`src/rtl/mouse_pkg.sv`:
```
// mouse_pkg: constants and types shared by the mouse port adapter.
//   MODE_*    : values of the adapter's mode input
//   ADDR_*    : I/O read-address decode (low 3 bits)
//   step_state_t : per-axis joystick pulse stepper states
package mouse_pkg;

  localparam logic MODE_KEMPSTON = 1'b0;
  localparam logic MODE_JOY      = 1'b1;

  localparam logic [2:0] ADDR_X        = 3'b011;
  localparam logic [2:0] ADDR_Y        = 3'b111;
  // Button port is 3'b?10: compare only the bits set in the mask.
  localparam logic [2:0] ADDR_BTN      = 3'b010;
  localparam logic [2:0] ADDR_BTN_MASK = 3'b011;

  typedef enum logic [1:0] {
    ST_IDLE,
    ST_PULSE,
    ST_GAP
  } step_state_t;

endpackage

```
`src/rtl/mouse_axis_stepper.sv`:
```
// mouse_axis_stepper: one axis of joystick emulation. Accumulates signed
// mouse motion into a saturating pending count and converts every
// 2^DIV_SHIFT units into one direction pulse (PULSE_LEN high, GAP_LEN low).
//   clk_sys, reset : system clock, synchronous active-high reset
//   clr_i          : clear pending motion and return to idle (mode change)
//   evt_i          : add delta_i to the pending count this cycle
//   delta_i        : 9-bit signed motion delta {sign, byte}
//   pos_pulse      : positive-direction pulse output (registered)
//   neg_pulse      : negative-direction pulse output (registered)
module mouse_axis_stepper
  import mouse_pkg::*;
#(
  parameter int PEND_W    = 10,
  parameter int DIV_SHIFT = 0,
  parameter int PULSE_LEN = 2000,
  parameter int GAP_LEN   = 2000
) (
  input  logic       clk_sys,
  input  logic       reset,
  input  logic       clr_i,
  input  logic       evt_i,
  input  logic [8:0] delta_i,
  output logic       pos_pulse,
  output logic       neg_pulse
);

  localparam int SW = ((PEND_W > 9) ? PEND_W : 9) + 2;
  localparam int TW = $clog2(((PULSE_LEN > GAP_LEN) ? PULSE_LEN : GAP_LEN) + 1);
  localparam logic signed [SW-1:0] STEP = SW'(2 ** DIV_SHIFT);
  localparam logic signed [SW-1:0] LIM  = SW'(2 ** (PEND_W - 1) - 1);
  localparam logic [TW-1:0] PULSE_LAST = TW'(PULSE_LEN - 1);
  localparam logic [TW-1:0] GAP_LAST   = TW'(GAP_LEN - 1);

  logic signed [PEND_W-1:0] pend_q, pend_d;
  step_state_t              state_q, state_d;
  logic [TW-1:0]            cnt_q, cnt_d;
  logic                     dir_neg_q, dir_neg_d;

  logic signed [SW-1:0] pend_ext, delta_ext, sum;
  logic                 ready, take_pos, take_neg;

  always_comb begin
    pend_ext  = {{(SW-PEND_W){pend_q[PEND_W-1]}}, pend_q};
    delta_ext = {{(SW-9){delta_i[8]}}, delta_i};

    // The last GAP cycle makes the IDLE decision directly, so back-to-back
    // steps are separated by exactly GAP_LEN low cycles.
    ready    = (state_q == ST_IDLE) || ((state_q == ST_GAP) && (cnt_q == GAP_LAST));
    take_pos = ready && (pend_ext >= STEP);
    take_neg = ready && (pend_ext <= -STEP);

    sum = pend_ext;
    if (evt_i)    sum = sum + delta_ext;
    if (take_pos) sum = sum - STEP;
    if (take_neg) sum = sum + STEP;

    if (sum > LIM)       pend_d = LIM[PEND_W-1:0];
    else if (sum < -LIM) pend_d = -LIM[PEND_W-1:0];
    else                 pend_d = sum[PEND_W-1:0];

    state_d   = state_q;
    cnt_d     = cnt_q;
    dir_neg_d = dir_neg_q;
    case (state_q)
      ST_PULSE: begin
        if (cnt_q == PULSE_LAST) begin
          state_d = ST_GAP;
          cnt_d   = '0;
        end else begin
          cnt_d = cnt_q + TW'(1);
        end
      end
      ST_GAP: begin
        if (cnt_q == GAP_LAST) begin
          state_d = ST_IDLE;
          cnt_d   = '0;
        end else begin
          cnt_d = cnt_q + TW'(1);
        end
      end
      default: ;
    endcase

    if (take_pos || take_neg) begin
      state_d   = ST_PULSE;
      cnt_d     = '0;
      dir_neg_d = take_neg;
    end

    if (clr_i) begin
      pend_d  = '0;
      state_d = ST_IDLE;
      cnt_d   = '0;
    end
  end

  always_ff @(posedge clk_sys) begin
    if (reset) begin
      pend_q    <= '0;
      state_q   <= ST_IDLE;
      cnt_q     <= '0;
      dir_neg_q <= 1'b0;
    end else begin
      pend_q    <= pend_d;
      state_q   <= state_d;
      cnt_q     <= cnt_d;
      dir_neg_q <= dir_neg_d;
    end
  end

  assign pos_pulse = (state_q == ST_PULSE) && !dir_neg_q;
  assign neg_pulse = (state_q == ST_PULSE) &&  dir_neg_q;

endmodule

```
`src/rtl/mouse_port_adapter.sv`:
```
// mouse_port_adapter: converts MiSTer ps2_mouse packets into a Kempston
// mouse register port (mode=0) or pulsed joystick directions (mode=1).
//   clk_sys, reset : system clock, synchronous active-high reset
//   ps2_mouse      : [24] toggle strobe, [23:16] dy, [15:8] dx,
//                    [5] dy sign, [4] dx sign, [2:0] M/R/L buttons
//   mode           : 0 = Kempston, 1 = joystick emulation
//   addr           : I/O address low bits
//   sel            : port decode hit (combinational)
//   dout           : read data, 8'hFF when sel=0
//   joy_out        : {fire2, fire1, right, left, down, up}, active-high
module mouse_port_adapter
  import mouse_pkg::*;
#(
  parameter int CNT_W     = 12,
  parameter int DIV_SHIFT = 0,
  parameter int PEND_W    = 10,
  parameter int PULSE_LEN = 2000,
  parameter int GAP_LEN   = 2000
) (
  input  logic        clk_sys,
  input  logic        reset,
  input  logic [24:0] ps2_mouse,
  input  logic        mode,
  input  logic [2:0]  addr,
  output logic        sel,
  output logic [7:0]  dout,
  output logic [5:0]  joy_out
);

  localparam int AW = CNT_W + DIV_SHIFT;
  localparam logic [AW-1:0] X_RST = AW'(128 * (2 ** DIV_SHIFT));

  logic          toggle_q, mode_q;
  logic [2:0]    btn_q, btn_d;
  logic [1:0]    swap_q, swap_d;
  logic [AW-1:0] x_acc_q, x_acc_d, y_acc_q, y_acc_d;

  logic       evt, mode_chg, primary, secondary;
  logic [8:0] dx, dy;
  logic       x_pos, x_neg, y_pos, y_neg;
  logic       unused_bits;

  assign evt       = ps2_mouse[24] ^ toggle_q;
  assign mode_chg  = mode ^ mode_q;
  assign dx        = {ps2_mouse[4], ps2_mouse[15:8]};
  assign dy        = {ps2_mouse[5], ps2_mouse[23:16]};
  assign primary   = btn_q[{1'b0,  swap_q[1]}];
  assign secondary = btn_q[{1'b0, ~swap_q[1]}];
  assign unused_bits = ^{ps2_mouse[7:6], ps2_mouse[3]};

  always_comb begin
    x_acc_d = x_acc_q;
    y_acc_d = y_acc_q;
    btn_d   = btn_q;
    swap_d  = swap_q;
    if (evt) begin
      x_acc_d = x_acc_q + {{(AW-9){dx[8]}}, dx};
      y_acc_d = y_acc_q + {{(AW-9){dy[8]}}, dy};
      btn_d   = ps2_mouse[2:0];
      if ((swap_q == 2'b00) && (ps2_mouse[1:0] != 2'b00))
        swap_d = ps2_mouse[1:0];
    end
  end

  always_ff @(posedge clk_sys) begin
    if (reset) begin
      toggle_q <= ps2_mouse[24];
      mode_q   <= mode;
      btn_q    <= '0;
      swap_q   <= '0;
      x_acc_q  <= X_RST;
      y_acc_q  <= '0;
    end else begin
      toggle_q <= ps2_mouse[24];
      mode_q   <= mode;
      btn_q    <= btn_d;
      swap_q   <= swap_d;
      x_acc_q  <= x_acc_d;
      y_acc_q  <= y_acc_d;
    end
  end

  always_comb begin
    sel  = 1'b0;
    dout = '1;
    if (mode == MODE_KEMPSTON) begin
      if (addr == ADDR_X) begin
        sel  = 1'b1;
        dout = x_acc_q[DIV_SHIFT+7:DIV_SHIFT];
      end else if (addr == ADDR_Y) begin
        sel  = 1'b1;
        dout = y_acc_q[DIV_SHIFT+7:DIV_SHIFT];
      end else if ((addr & ADDR_BTN_MASK) == ADDR_BTN) begin
        sel  = 1'b1;
        dout = ~{5'b00000, btn_q[2], primary, secondary};
      end
    end
  end

  mouse_axis_stepper #(
    .PEND_W   (PEND_W),
    .DIV_SHIFT(DIV_SHIFT),
    .PULSE_LEN(PULSE_LEN),
    .GAP_LEN  (GAP_LEN)
  ) u_x (
    .clk_sys  (clk_sys),
    .reset    (reset),
    .clr_i    (mode_chg),
    .evt_i    (evt && (mode == MODE_JOY)),
    .delta_i  (dx),
    .pos_pulse(x_pos),
    .neg_pulse(x_neg)
  );

  mouse_axis_stepper #(
    .PEND_W   (PEND_W),
    .DIV_SHIFT(DIV_SHIFT),
    .PULSE_LEN(PULSE_LEN),
    .GAP_LEN  (GAP_LEN)
  ) u_y (
    .clk_sys  (clk_sys),
    .reset    (reset),
    .clr_i    (mode_chg),
    .evt_i    (evt && (mode == MODE_JOY)),
    .delta_i  (dy),
    .pos_pulse(y_pos),
    .neg_pulse(y_neg)
  );

  // Y positive is "up" on the joystick.
  assign joy_out = (mode == MODE_JOY) ? {secondary, primary, x_pos, x_neg, y_neg, y_pos}
                                      : '0;

endmodule

```
`config.mk`:
```
export PLATFORM = sky130hd
export DESIGN_NAME = mouse_port_adapter
export DESIGN_NICKNAME = d
export VERILOG_FILES = /design/src/rtl/mouse_pkg.sv /design/src/rtl/mouse_axis_stepper.sv /design/src/rtl/mouse_port_adapter.sv
export SDC_FILE = /design/constraint.sdc
export NUM_CORES = 1
export LEC_CHECK = 0
export CORE_MARGIN = 1
export CORE_UTILIZATION = 50
export CTS_BUF_LIST = sky130_fd_sc_hd__clkbuf_4
export DETAILED_ROUTE_END_ITERATION = 16
export PLACE_DENSITY_LB_ADDON = 0.3
export SLEW_MARGIN = 20
export SYNTH_ARGS = -nofsm -noshare
export SYNTH_HDL_FRONTEND = slang
export SYNTH_SLANG_ARGS = --single-unit
```
`constraint.sdc`:
```
create_clock -name clk_sys -period 7.9 [get_ports clk_sys]
set_clock_uncertainty 0.2 [all_clocks]
set_input_delay 1.58 -clock clk_sys [delete_from_list [all_inputs] [get_ports clk_sys]]
set_output_delay 1.58 -clock clk_sys [all_outputs]
set_load 0.02 [all_outputs]
```
==> summary.md <==
| Metric | Value |
|---|---|
| Status | `finished, final reports clean` |
| Global-route total usage across every layer | `25.7%` |
| Final-stage net count | `921` |
| Total via count in the routed design | `6093` |
| Routed length per instance | `16.1 um` |
| Final worst path period share | `80.2%` |
| Detailed Route Iter0 Violations | `393` |
| Maximum single-stage delay on the critical path | `0.56 ns` |
| Worst setup SP type | `input pin` |
| Ys Warns | `0` |
| Clock Path Buffers | `2` |
| Cell type with the highest aggregate area in the netlist | `dfxtp_1` |
| Synthesized area divided by synthesized cell count | `7.70 um2` |
| Clk slew on worst S/H paths | `0.13 ns` |
| Part of the total power dissipated in combinational logic | `66.7%` |
| Unrepaired setup endpoints after global routing | `false` |
| Pin count of the biggest net entering global routing | `31` |
| Share of power burned in the clock network | `11.5%` |
| Hold_buf cts | `0` |
| Share of synthesized area occupied by flip-flops and latches | `23.0%` |
| Number of iterations in the first detailed-routing pass | `6` |
| Total gr overflow | `0` |
| Post-synthesis instance total | `802` |
| Final GP Congestion | `0.865` |
| Switching portion of total power | `49.7%` |
| Crit path buf inv count | `3` |
| Required time of the critical path | `8.04 ns` |
| Count of placed standard cells in the final layout, fillers left out | `990` |
| Detailed-placement wirelength estimate | `12400 um` |
| Arrival time reported for the critical path endpoint | `6.48 ns` |
| Number of cells upsized or downsized after cts | `0` |
| Starting Density | `51.4%` |
| Synthesized area | `0.00617 mm2` |
| Nature of the critical path endpoint | `flip-flop` |
| Antenna violations before repair | `0` |
| Vert. Die Dim | `113 um` |
| Mapped Nets | `885` |
| Area share of the largest cell type after synthesis | `23.0%` |
| Total negative setup slack | `0 ns` |
| Power share of the sequential group | `21.8%` |
| Count of final setup violators | `0` |
| Number of enable-type register cells in the synthesized netlist | `0` |
| Library cell contributing the largest single delay on the critical path | `or4_1` |
| Clock sinks | `71` |
| Number of buffers added by the clock tree synthesis step | `9` |
| Cell class contributing the biggest share of worst-path delay | `compound AO/OA/AOI/OAI gates` |
| Worst slew margin | `33.6%` |
| Core Rows | `40` |
| Clock period minus worst slack | `6.34 ns` |
| Total placed cells including tap cells | `974` |
| Final count of pins violating max slew | `0` |
| Remaining antenna violation count | `0` |
| Max-cap check violation count | `0` |
| Leak | `2.59 nW` |
| Residual DRC count | `0` |
| Deepest level of the CTS H-tree | `3` |
| List of cells traversed by the critical path | `clkdlybuf4s50_1 -> ha_1 -> inv_1 -> fa_1 -> nor3_1 -> a21oi_1 -> ha_1 -> inv_1 -> a311o_1 -> nor4_1 -> a211oi_1 -> nor4b_1 -> xnor3_1 -> nand4_1 -> or4_1 -> a31oi_1 -> o21ai_0` |
| Pin slew with the least headroom to its limit | `0.994 ns` |
| Flip-flop cell with the highest count after synthesis | `dfxtp_1` |
| Number of synthesized register bits | `71` |
| Ratio of cells with drive above 1 in the final layout | `5.69%` |
| Number of diodes added for antenna fixing | `0` |
| Cell types with the highest counts after synthesis | `nand2_1, nor2_1, a21oi_1, dfxtp_1, ha_1` |
| Vias per Instance | `6.15` |
| Die W | `113 um` |
| Cell types with the largest area share after synthesis | `dfxtp_1, ha_1, a21oi_1` |
| Leading cell type by number of instances after synthesis | `nand2_1` |
| Proportion of register bits with asynchronous set or reset after synthesis | `0%` |
| P_sw | `0.00110 W` |
| Area growth syn-to-layout | `11.5%` |
| Peak ir drop on the vdd network | `0.000162 V` |
| Root buf cell | `clkbuf_4` |
| Internal power consumption | `0.00111 W` |
| Via count of the first global-routing pass | `5783` |
| Area of the core region | `0.0120 mm2` |
| Top-Level Pins | `46` |
| Count of input and output buffers | `42` |
| Wire length of the first global-routing pass | `26700 um` |
| Number of distinct library cell variants in the gate-level netlist after synthesis | `74` |
| Fmax | `0.158 GHz` |
| Class of the tightest hold or removal check | `flip-flop to flip-flop` |
| Clock latency reported for the late side of the worst-skew pair | `0.47 ns` |
| Critical setup path kind | `input pin to flip-flop` |
| Setup repair bufs after CTS | `0` |
| Post-detailed-routing wire length | `15900 um` |
| Pwr/cell area | `321 mW/mm2` |
| Crit-path max FO | `6` |
| Die Footprint | `0.0128 mm2` |
| Final hold violation count | `0` |
| TritonCTS clock tree | `built` |
[layout by cell type, fill, tap and decap left out, types with 13 or more instances in the layout]
cell             synthesis  routed
a21oi_1                 74      74
clkdlybuf4s50_1          0      42
dfxtp_1                 71      71
ha_1                    48      48
inv_1                   29      29
mux2i_1                 18      18
nand2_1                 89      89
nand2b_1                13      13
nand3_1                 29      29
nand4_1                 13      13
nor2_1                  81      81
nor3_1                  21      21
o21ai_0                 44      44
xnor2_1                 37      36
xor2_1                  24      24
[flip-flops by register name, summed over array words and instances, names as in the netlist]
register / count
btn_q: 3
mode_q: 1
swap_q: 2
toggle_q: 1
u_x.cnt_q: 11
u_x.dir_neg_q: 1
u_x.pend_q: 10
u_x.state_q: 2
u_y.cnt_q: 11
u_y.dir_neg_q: 1
u_y.pend_q: 10
u_y.state_q: 2
x_acc_q: 8
y_acc_q: 8
[power groups by stage]
stage	clock network (W)	logic [W]	registers (W)
3_5_place_dp	0	0.00144	0.000488
3_3_place_gp	0	0.00138	0.000486
5_1_grt	0.000276	0.00165	0.000489
2_1_floorplan	0	0.00116	0.000461
4_1_cts	0.000262	0.00145	0.000480
6_report	0.000255	0.00147	0.000482
[metrics by stage]
stage	total power (W)	instance area, um2	worst slack (ns)	util, %	hold slack (ns)
2_1_floorplan	0.00162	6170	2.39	-	0.231
3_3_place_gp	0.00186	6740	1.27	56.1	0.244
3_5_place_dp	0.00193	6740	1.15	56.1	0.253
4_1_cts	0.00219	6880	1.66	57.3	0.271
5_1_grt	0.00241	6880	1.20	57.3	0.296
6_report	0.00221	6880	1.56	57.3	0.265
[layer usage]
layer / vias to the layer above / track usage (%) / share of wire, %
li1: 2999 / - / -
met1: 2910 / 33.2 / 47
met2: 169 / 44.6 / 47
met3: 15 / 3.32 / 5.1
met4: 0 / 7.72 / 1.1
met5: - / 0 / 0
[cell type report]
| cell class | instances | area (um2) |
|---|---|---|
| fill | 1122 | 5130 |
| multi-input combinational | 679 | 4560 |
| sequential | 71 | 1420 |
| timing repair buffer | 48 | 465 |
| tap | 147 | 184 |
| inverter | 29 | 109 |
| clock inverter | 7 | 81.3 |
| clock buffer | 9 | 67.6 |
[cells by family after synthesis]
kind of cell | share of synthesized area (%)
muxes | 3.10
buffers and inverters | 3.30
DFF | 23.0
adders and majority gates | 11.0
xor gates and xnor gates | 9.65
AOI/OAI and AO/OA | 22.4
and+or+nand+nor | 27.5
[worst reg2reg max path, stage by stage, from the launching register on]
cell and delay, ns:
dfxtp_1 0.43, ha_1 0.22, inv_1 0.07, fa_1 0.51, nor3_1 0.07, a21oi_1 0.41
ha_1 0.22, inv_1 0.05, a311o_1 0.34, nor4_1 0.47, a211oi_1 0.20, nor4b_1 0.34
xnor3_1 0.23, nand4_1 0.10, or4_1 0.56, a31oi_1 0.45, o21ai_0 0.15
[path summary, 6_finish.rpt]
check,endpoint,cells after the start,slack [ns],start
worst min-delay path,swap_q[0],2,0.27,swap_q[0]
worst min register to register,swap_q[0],2,0.27,swap_q[0]
worst max-delay path,u_x.pend_q[2],17,1.56,ps2_mouse[8]
worst max register to register,u_x.pend_q[2],16,2.75,u_x.pend_q[0]
Power figures use the tool's default switching activity.
